===== src/rtl/data_memory_ctrl.sv =====
// data_memory_ctrl: byte-addressable data memory with a valid/ready
// request/response handshake. Big-endian lanes within each 32-bit word,
// programmable read wait states, error flagging for misaligned,
// out-of-range and illegal-size accesses, and a zeroing sweep after reset.
module data_memory_ctrl #(
  parameter int DEPTH_WORDS = 64,
  parameter int WAIT_STATES = 1
) (
  input  logic        clk,
  input  logic        reset,
  input  logic        req_valid,
  output logic        req_ready,
  input  logic        req_we,
  input  logic [1:0]  req_size,
  input  logic        req_unsigned,
  input  logic [31:0] req_addr,
  input  logic [31:0] req_wdata,
  output logic        rsp_valid,
  input  logic        rsp_ready,
  output logic [31:0] rsp_rdata,
  output logic        rsp_err
);

  localparam int AW = $clog2(DEPTH_WORDS);

  localparam logic [1:0] S_CLEAR = 2'd0;
  localparam logic [1:0] S_IDLE  = 2'd1;
  localparam logic [1:0] S_WAIT  = 2'd2;
  localparam logic [1:0] S_RESP  = 2'd3;

  localparam logic [1:0] SZ_BYTE = 2'b00;
  localparam logic [1:0] SZ_HALF = 2'b01;
  localparam logic [1:0] SZ_WORD = 2'b10;

  localparam logic [3:0]    WAIT_INIT = 4'(WAIT_STATES > 0 ? WAIT_STATES - 1 : 0);
  localparam logic [AW-1:0] LAST_IDX  = AW'(DEPTH_WORDS - 1);
  localparam bit            NO_WAIT   = (WAIT_STATES == 0);

  // Storage and control state
  logic [31:0]   r_mem [DEPTH_WORDS];
  logic [1:0]    r_state;
  logic [AW-1:0] r_clr_idx;
  logic [3:0]    r_wait_cnt;
  logic          r_err;

  // Latched request fields (data path, no reset needed)
  logic          r_we;
  logic [1:0]    r_size;
  logic          r_uns;
  logic [1:0]    r_addr_lo;
  logic [AW-1:0] r_idx;
  logic [31:0]   r_rdata;

  // Combinational helpers
  logic          w_accept;
  logic          w_req_err;
  logic [AW-1:0] w_req_idx;
  logic          w_enter_resp;
  logic          w_mem_we;
  logic [AW-1:0] w_mem_idx;
  logic [31:0]   w_mem_mask;
  logic [31:0]   w_mem_data;
  logic [AW-1:0] w_ld_idx;
  logic [1:0]    w_ld_lo;
  logic [1:0]    w_ld_size;
  logic          w_ld_uns;
  logic          w_ld_kill;
  logic [31:0]   w_ld_data;

  // Any of: address beyond the array, misaligned half/word, or size 11.
  function automatic logic f_req_err(input logic [31:0] addr, input logic [1:0] size);
    logic oor;
    logic mis;
    logic ill;
    oor = |addr[31:AW+2];
    mis = ((size == SZ_HALF) && addr[0]) || ((size == SZ_WORD) && (addr[1:0] != 2'b00));
    ill = (size == 2'b11);
    return oor | mis | ill;
  endfunction

  // Byte-enable mask for a store; lane 00 is the most significant byte.
  function automatic logic [31:0] f_lane_mask(input logic [1:0] size, input logic [1:0] lo);
    logic [31:0] m;
    m = 32'h0000_0000;
    case (size)
      SZ_BYTE: begin
        case (lo)
          2'b00:   m = 32'hFF00_0000;
          2'b01:   m = 32'h00FF_0000;
          2'b10:   m = 32'h0000_FF00;
          default: m = 32'h0000_00FF;
        endcase
      end
      SZ_HALF: m = lo[1] ? 32'h0000_FFFF : 32'hFFFF_0000;
      SZ_WORD: m = 32'hFFFF_FFFF;
      default: m = 32'h0000_0000;
    endcase
    return m;
  endfunction

  // Store data replicated across all lanes so the mask alone picks the target.
  function automatic logic [31:0] f_lane_data(input logic [1:0] size, input logic [31:0] wdata);
    logic [31:0] d;
    case (size)
      SZ_BYTE: d = {4{wdata[7:0]}};
      SZ_HALF: d = {2{wdata[15:0]}};
      default: d = wdata;
    endcase
    return d;
  endfunction

  // Select the addressed byte/half from a word and sign- or zero-extend it.
  function automatic logic [31:0] f_load_ext(input logic [31:0] word, input logic [1:0] size,
                                             input logic [1:0] lo, input logic uns);
    logic signed [7:0]  b;
    logic signed [15:0] h;
    logic [31:0]        r;
    case (lo)
      2'b00:   b = word[31:24];
      2'b01:   b = word[23:16];
      2'b10:   b = word[15:8];
      default: b = word[7:0];
    endcase
    h = lo[1] ? word[15:0] : word[31:16];
    case (size)
      SZ_BYTE: r = uns ? {24'h00_0000, b} : 32'(b);
      SZ_HALF: r = uns ? {16'h0000, h}    : 32'(h);
      default: r = word;
    endcase
    return r;
  endfunction

  assign w_accept  = (r_state == S_IDLE) && req_valid;
  assign w_req_err = f_req_err(req_addr, req_size);
  assign w_req_idx = req_addr[AW+1:2];

  // The response word is captured on the edge that moves into RESP.
  assign w_enter_resp = (w_accept && NO_WAIT) ||
                        ((r_state == S_WAIT) && (r_wait_cnt == 4'd0));

  // Memory write port: clear sweep, or the lanes of a legal store at accept.
  always_comb begin
    w_mem_we   = 1'b0;
    w_mem_idx  = w_req_idx;
    w_mem_mask = 32'h0000_0000;
    w_mem_data = 32'h0000_0000;
    if (r_state == S_CLEAR) begin
      w_mem_we   = 1'b1;
      w_mem_idx  = r_clr_idx;
      w_mem_mask = 32'hFFFF_FFFF;
    end else if (w_accept && req_we && !w_req_err) begin
      w_mem_we   = 1'b1;
      w_mem_mask = f_lane_mask(req_size, req_addr[1:0]);
      w_mem_data = f_lane_data(req_size, req_wdata);
    end
  end

  // Load source: the live request when entering RESP straight from IDLE,
  // otherwise the fields latched at accept.
  always_comb begin
    if (r_state == S_IDLE) begin
      w_ld_idx  = w_req_idx;
      w_ld_lo   = req_addr[1:0];
      w_ld_size = req_size;
      w_ld_uns  = req_unsigned;
      w_ld_kill = req_we | w_req_err;
    end else begin
      w_ld_idx  = r_idx;
      w_ld_lo   = r_addr_lo;
      w_ld_size = r_size;
      w_ld_uns  = r_uns;
      w_ld_kill = r_we | r_err;
    end
    w_ld_data = w_ld_kill ? 32'h0000_0000
                          : f_load_ext(r_mem[w_ld_idx], w_ld_size, w_ld_lo, w_ld_uns);
  end

  // Array write, merging the enabled lanes with the existing word.
  always_ff @(posedge clk) begin
    if (w_mem_we) begin
      r_mem[w_mem_idx] <= (r_mem[w_mem_idx] & ~w_mem_mask) | (w_mem_data & w_mem_mask);
    end
  end

  // Request fields and response data; qualified by state, so no reset required.
  always_ff @(posedge clk) begin
    if (w_accept) begin
      r_we      <= req_we;
      r_size    <= req_size;
      r_uns     <= req_unsigned;
      r_addr_lo <= req_addr[1:0];
      r_idx     <= w_req_idx;
    end
    if (w_enter_resp) begin
      r_rdata <= w_ld_data;
    end
  end

  // Control FSM: clear sweep, idle/accept, wait countdown, response hold.
  always_ff @(posedge clk or negedge reset) begin
    if (!reset) begin
      r_state    <= S_CLEAR;
      r_clr_idx  <= '0;
      r_wait_cnt <= 4'd0;
      r_err      <= 1'b0;
    end else begin
      case (r_state)
        S_CLEAR: begin
          r_clr_idx <= r_clr_idx + 1'b1;
          if (r_clr_idx == LAST_IDX) begin
            r_state <= S_IDLE;
          end
        end
        S_IDLE: begin
          if (w_accept) begin
            r_err <= w_req_err;
            if (NO_WAIT) begin
              r_state <= S_RESP;
            end else begin
              r_state    <= S_WAIT;
              r_wait_cnt <= WAIT_INIT;
            end
          end
        end
        S_WAIT: begin
          if (r_wait_cnt == 4'd0) begin
            r_state <= S_RESP;
          end else begin
            r_wait_cnt <= r_wait_cnt - 1'b1;
          end
        end
        default: begin
          if (rsp_ready) begin
            r_state <= S_IDLE;
          end
        end
      endcase
    end
  end

  assign req_ready = (r_state == S_IDLE);
  assign rsp_valid = (r_state == S_RESP);
  assign rsp_rdata = rsp_valid ? r_rdata : 32'h0000_0000;
  assign rsp_err   = rsp_valid & r_err;

endmodule


===== config.mk =====
export PLATFORM = sky130hd
export DESIGN_NAME = data_memory_ctrl
export DESIGN_NICKNAME = d
export VERILOG_FILES = /design/src/rtl/data_memory_ctrl.sv
export SDC_FILE = /design/constraint.sdc
export NUM_CORES = 2
export LEC_CHECK = 0
export ABC_AREA = 1
export CAP_MARGIN = 20
export CORE_ASPECT_RATIO = 2
export CORE_MARGIN = 3
export CORE_UTILIZATION = 29
export CTS_BUF_LIST = sky130_fd_sc_hd__clkbuf_2 sky130_fd_sc_hd__clkbuf_4 sky130_fd_sc_hd__clkbuf_8
export DETAILED_ROUTE_END_ITERATION = 10
export SLEW_MARGIN = 20
export SYNTH_ARGS = -nofsm -noshare
export SYNTH_HDL_FRONTEND = slang
export SYNTH_SLANG_ARGS = --single-unit
export TNS_END_PERCENT = 50

===== constraint.sdc =====
create_clock -name clk -period 6.05 [get_ports clk]
set_clock_uncertainty 0.05 [all_clocks]
set_input_delay 0.605 -clock clk [delete_from_list [all_inputs] [get_ports clk]]
set_output_delay 0.605 -clock clk [all_outputs]
set_load 0.03 [all_outputs]

### Yosys cells after proc, flatten, opt, wreduce, memory -nomap -nowiden

Memories as Yosys holds them, arrays and structs flattened.
Cells that the tools add are included.

| word-level totals | value |
|---|---|
| output and inout bits | 35 |
| register bits after elaboration | 57 |
| memory bits (writable) | 2048 |
| memories kept | 1 |
| word-level logic and storage cells | 91 |
| input bits | 72 |

Memories:

| memory | depth | bits a word | rd ports | clocked after Yosys merged registers in | write ports | RTL line | text |
|---|---|---|---|---|---|---|---|
| r_mem | 64 | 32 | 2 | 0 | 1 | 40 | `logic [31:0] r_mem [DEPTH_WORDS];` |

| cells by class | value |
|---|---|
| equality and inequality tests | 16 |
| add/subtract/negate cells | 2 |
| multiplexer cells | 32 |
| bitwise logic cells | 9 |
| reductions and logical operators | 21 |

Operators by type and width:

| kind | number |
|---|---|
| 32-bit two-way mux | 8 |
| 32-bit one-hot mux with 3 select lines | 2 |
| 32-bit one-hot mux with 2 select lines | 2 |
| 32-bit bitwise AND | 2 |
| 32-bit inverter | 1 |
| 32-bit OR | 1 |
| 8-bit one-hot mux with 3 select lines | 1 |
| 24-bit OR reduction | 1 |
| 16-bit two-way mux | 1 |
| 2-bit equality test, second input constant | 6 |
| 2-bit two-way mux | 6 |
| 6-bit two-way mux | 2 |
| 2-bit by 1-bit equality test with 1-bit output, second input constant | 5 |
| 2-bit zero test | 5 |
| 4-bit two-way mux | 2 |
| 4-bit one-hot mux with 2 select lines | 1 |
| 6-bit by 1-bit adder with 6-bit output, second input constant | 1 |
| 6-bit equality test, second input constant | 1 |
| 1-bit logical AND | 6 |
| 1-bit two-way mux | 6 |
| 2-bit by 1-bit inequality test with 1-bit output, second input constant | 3 |
| 2-bit one-hot mux with 3 select lines | 1 |
| 4-bit zero test | 1 |
| 1-bit OR | 4 |
| other kinds (10) | 11 |

### Longest topological paths before layout

| logic depth | value |
|---|---|
| word-level depth | 12 |
| gate-level depth with buffers | 22 |
| gate-level depth less buffers | 19 |

### Worst setup path before layout

No wires, ideal clock.

| timing path | value |
|---|---|
| path kind | register to register |
| start point | reg r_state[1] |
| end point | mem r_mem[12][0] (enable) |
| period minus slack after synthesis | 4.199 ns |
| library setup time | 0.421 ns |
| slack | 1.851 ns |
| arrival time | 3.728 ns |
| stages on the path, launching flop included | 12 |
| path through | dfrtp_1 inv_1 ha_1 buf_6 buf_4 buf_2 nand2_1 inv_1 nand3_1 nand2_1 nand2_1 nor2_1 |

| between the ends | value |
|---|---|
| word-level cells in the longest chain between the ends | 8 |
| elaborated cells on any way between the ends | 10 |

RTL lines:

| what | RTL line | text |
|---|---|---|
| start, declared | 41 | `logic [1:0] r_state;` |
| start signal, assigned | 202 | `r_state <= S_CLEAR;` |
| start signal, assigned | 211 | `r_state <= S_IDLE;` |
| start signal, assigned | 218 | `r_state <= S_RESP;` |
| 2-bit by 1-bit equality test with 1-bit output | - |  |
| via req_ready | 12 | `output logic req_ready,` |
| 1-bit logical AND | 133 | `assign w_accept = (r_state == S_IDLE) && req_valid;` |
| via w_accept | 55 | `logic w_accept;` |
| 1-bit logical AND (2 in series) | 151 | `end else if (w_accept && req_we && !w_req_err) begin` |
| 1-bit two-way mux | 151 |  |
| 1-bit two-way mux | 147 | `if (r_state == S_CLEAR) begin` |
| 1-bit two-way mux | 180 | `if (w_mem_we) begin` |
| 1-bit two-way mux (not written as such) | 181 | `r_mem[w_mem_idx] <= (r_mem[w_mem_idx] & ~w_mem_mask) \| (w_mem_data & w_mem_mask);` |
| end, declared | 40 |  |

The timed path passes the listed nets, and every way through them passes these cells.

### Final worst setup path

| timing path | value |
|---|---|
| start point | reg r_state[1] |
| end point | mem r_mem[52][9], data pin |

| between the ends | value |
|---|---|
| word-level cells in the longest chain between the ends | 9 |
| elaborated cells on any way between the ends | 15 |

RTL lines:

| what | RTL line |
|---|---|
| parallel branches: the longest is 8 deep, another holds memory 64 x 32 bit | - |
| 32-bit OR (*) | 181 |

Every way passes the cells marked *.

==> flow_summary.json <==
{
  "status": "finished clean",
  "dieHeight_um": 841,
  "rows": 306,
  "globalplace.congestion": 0.956,
  "grt_max_degree": 145,
  "timing.final.crit_share_pct": 85.4,
  "synth-main-ff-cell": "edfxtp_1",
  "area_delta_synth_final_pct": 13.3,
  "post_drt_via_cell_ratio": 5.94,
  "grt.total_usage_pct": 25.4,
  "power.density_mw_per_mm2": 235,
  "clk_latency_ps": 1020,
  "place_hpwl_um": 282000,
  "whs_ps": 204,
  "final_hold_viol_count": 0,
  "slew_headroom_pct": 11.9,
  "synth_nets": 9986,
  "antenna_found_initial": 18,
  "die_area_sq_mm": 0.356,
  "nNetsFinal": 10100,
  "cp_max_fo": 60,
  "wirelength_um": 471000,
  "min_period_ps": 5170,
  "clkSinkCount": 2105,
  "synth_edf_count": 2092,
  "crit_family": "buffers and inverters",
  "grt-ovfl-total": 0,
  "cts_tree": "built",
  "grt_pass1_vias": 83800,
  "port_buffers": 106,
  "synth.ff_latch_count": 2105,
  "grt_first_pass_wirelength_um": 643000,
  "worstPathArrival_ps": 5840,
  "max_stage_delay_ps": 690,
  "cts_buffers": 281,
  "cp_common_cell": "nand2_1",
  "startpoint": "r_state[1]",
  "vias": 88100,
  "rsz0062_at_grt": "false",
  "setup_tns_ps": 0,
  "max_freq_mhz": 193,
  "cp_slowest_cell": "clkinv_1",
  "cp.required_ps": 6720,
  "cp_num_buf_inv": 6,
  "path_cells": "inv_1 -> ha_2 -> buf_4 -> o21ai_2 -> nand3_4 -> inv_8 -> buf_4 -> nand2_1 -> nand3_1 -> o21ai_0 -> nand2_1 -> nor3_1 -> nand2_1 -> nand2_1 -> clkinv_1 -> buf_12",
  "firstDrtPassIters": 10,
  "cts_resized": 0,
  "worstSetupPathType": "reg -> reg",
  "seq_area_frac_synth_pct": 62.4,
  "reg2reg_from": "r_state[1]",
  "dp_slack_ps": 1150,
  "hp-class": "in -> reg",
  "min_from": "req_addr[3]",
  "max-cap-violations": 0,
  "ys_async_sr_fraction_pct": 0.618,
  "clockBufferDepth": 4,
  "ant_nets": 0,
  "worst_pin_slew_ps": 1320,
  "wire_per_inst_um": 31.7,
  "leakagePower_uw": 0.0403,
  "worstSetupEndpointType": "flip-flop",
  "slew_viol_final": 0,
  "die_w_um": 424,
  "setup_viol": 0,
  "drc_errors": 0,
  "cp-start-kind": "flip-flop",
  "fin_cells": 14800,
  "final_layout_size_suffix_gt1_share_pct": 9.70,
  "fin_ws_ps": 880,
  "placed_cells": 14300,
  "clockRootBuffer": "clkbuf_8",
  "first_iter_violations": 13500,
  "yosysWarningCount": 0,
  "synth_area_per_cell_sq_um": 10.2,
  "h-tree-depth": 5,
  "io_pins": 107,
  "syn_inst": 9907,
  "coreArea_sq_mm": 0.347,
  "p_total_uw": 26900,
  "ys_types": 55,
  "vdd_ir_drop_max_v": 0.000187,
  "synth.cell_area_sq_mm": 0.101,
  "cts.clk_slew.worst_paths_ps": 70,
  "initial_core_util_pct": 29.1
}
[cell type report]
cell class                 count  area [sq um]
clock inverter               131           906
fill                       35100        233000
tap                         4620          5780
sequential                  2105         63100
multi-input combinational   6441         32400
antenna                       24          60.1
clock buffer                 348          4400
inverter                     649          2520
timing repair buffer         527          5400
[power by group]
part | switching, uW | internal, uW | total (uW)
clock network | 5750 | 5270 | 11000
registers | 0.446 | 15800 | 15800
logic | 57.7 | 50.7 | 108
total | 5810 | 21100 | 26900
[Yosys cell counts (92+ instances only)]
library cell  count  share of area, %
clkbuf_1        139              0.52
inv_1           627               2.3
buf_4            92              0.68
o21ai_1         114              0.56
buf_2           391               1.9
o211ai_1        289               2.1
nand4_1         108              0.67
a22oi_1         264               2.0
o21ai_0         429               2.1
a21oi_1         234               1.2
nor2_1          485               1.8
a221oi_1        184               1.6
nand2_1        2577               9.6
edfxtp_1       2092                62
nand3_1        1375               6.8
[worst paths after layout]
path,cells past startpoint,endpoint,slack [ps]
setup / recovery,16,r_mem[52][9],880
hold / removal,1,r_idx[1],200
setup reg to reg,16,r_mem[52][9],880
hold reg to reg,1,r_clr_idx[4],450
max in group asynchronous,2,r_clr_idx[5],5070
min in group asynchronous,2,r_wait_cnt[0],460
[stage by stage]
step	cell area [sq um]	utilization (%)
floorplan	101000	-
global placement	109000	31.4
detailed placement	109000	31.5
CTS	115000	33.0
global route	115000	33.0
finish	115000	33.0
[logic make-up (layout without fill, tap and decap cells)]
group                    Yosys count  count (layout)  synth area share (%)
buffers and inverters           1361            1655                  6.22
other                              0              24                     0
XOR/XNOR                           5               5                0.0433
flip-flops                      2105            2105                  62.4
AND/OR/NAND/NOR                 4641            4641                  19.5
AO/OA/AOI/OAI                   1788            1788                  11.7
adder cells (fa/ha/maj)            7               7                0.0866
[sequential cells by signal, indices dropped and copies added (netlist names)]
register and cells:
r_addr_lo 2, r_clr_idx 6, r_err 1, r_idx 6
r_mem 2048, r_rdata 32, r_size 2, r_state 2
r_uns 1, r_wait_cnt 4, r_we 1
[metal layers]
metal / up-vias / GRT usage [%] / part of all wire, %
met5: - / 0 / 0.015
li1: 35700 / - / -
met3: 2418 / 5.86 / 12
met2: 7121 / 41.1 / 46
met1: 42900 / 26.5 / 30
met4: 4 / 26.0 / 12
[layout by cell type, fill, tap and decap left out, drive strengths merged, types with 11 or more instances in the layout]
| master | n |
|---|---|
| nand2 | 2583 |
| edfxtp | 2092 |
| nand3 | 1390 |
| inv | 650 |
| o21ai | 550 |
| nor2 | 485 |
| buf | 420 |
| clkbuf | 348 |
| o211ai | 290 |
| a22oi | 264 |
| a21oi | 243 |
| a221oi | 184 |
| nand4 | 108 |
| clkinv | 108 |
| clkdlybuf4s50 | 106 |
| o22ai | 68 |
| o2bb2ai | 40 |
| o2111ai | 38 |
| o221ai | 38 |
| nor3 | 32 |
| nand3b | 26 |
| diode | 24 |
| a211oi | 24 |
| o31ai | 17 |
| a22o | 15 |
| dfrtp | 13 |
| clkinvlp | 11 |
| bufinv | 11 |
| or2 | 11 |
[worst register-to-register path, stage by stage (launching register included)]
cell	delay [ps]
dfrtp_1	420
inv_1	120
ha_2	470
buf_4	510
o21ai_2	250
nand3_4	190
inv_8	150
buf_4	630
nand2_1	100
nand3_1	70
o21ai_0	320
nand2_1	100
nor3_1	190
nand2_1	70
nand2_1	60
clkinv_1	690
buf_12	470
[repair_timing]
action,in CTS,in global routing
hold endpoints to repair,13,0
buffers inserted,0,0
hold buffers,1,0
No activity file was read; power rests on OpenSTA's default activity.
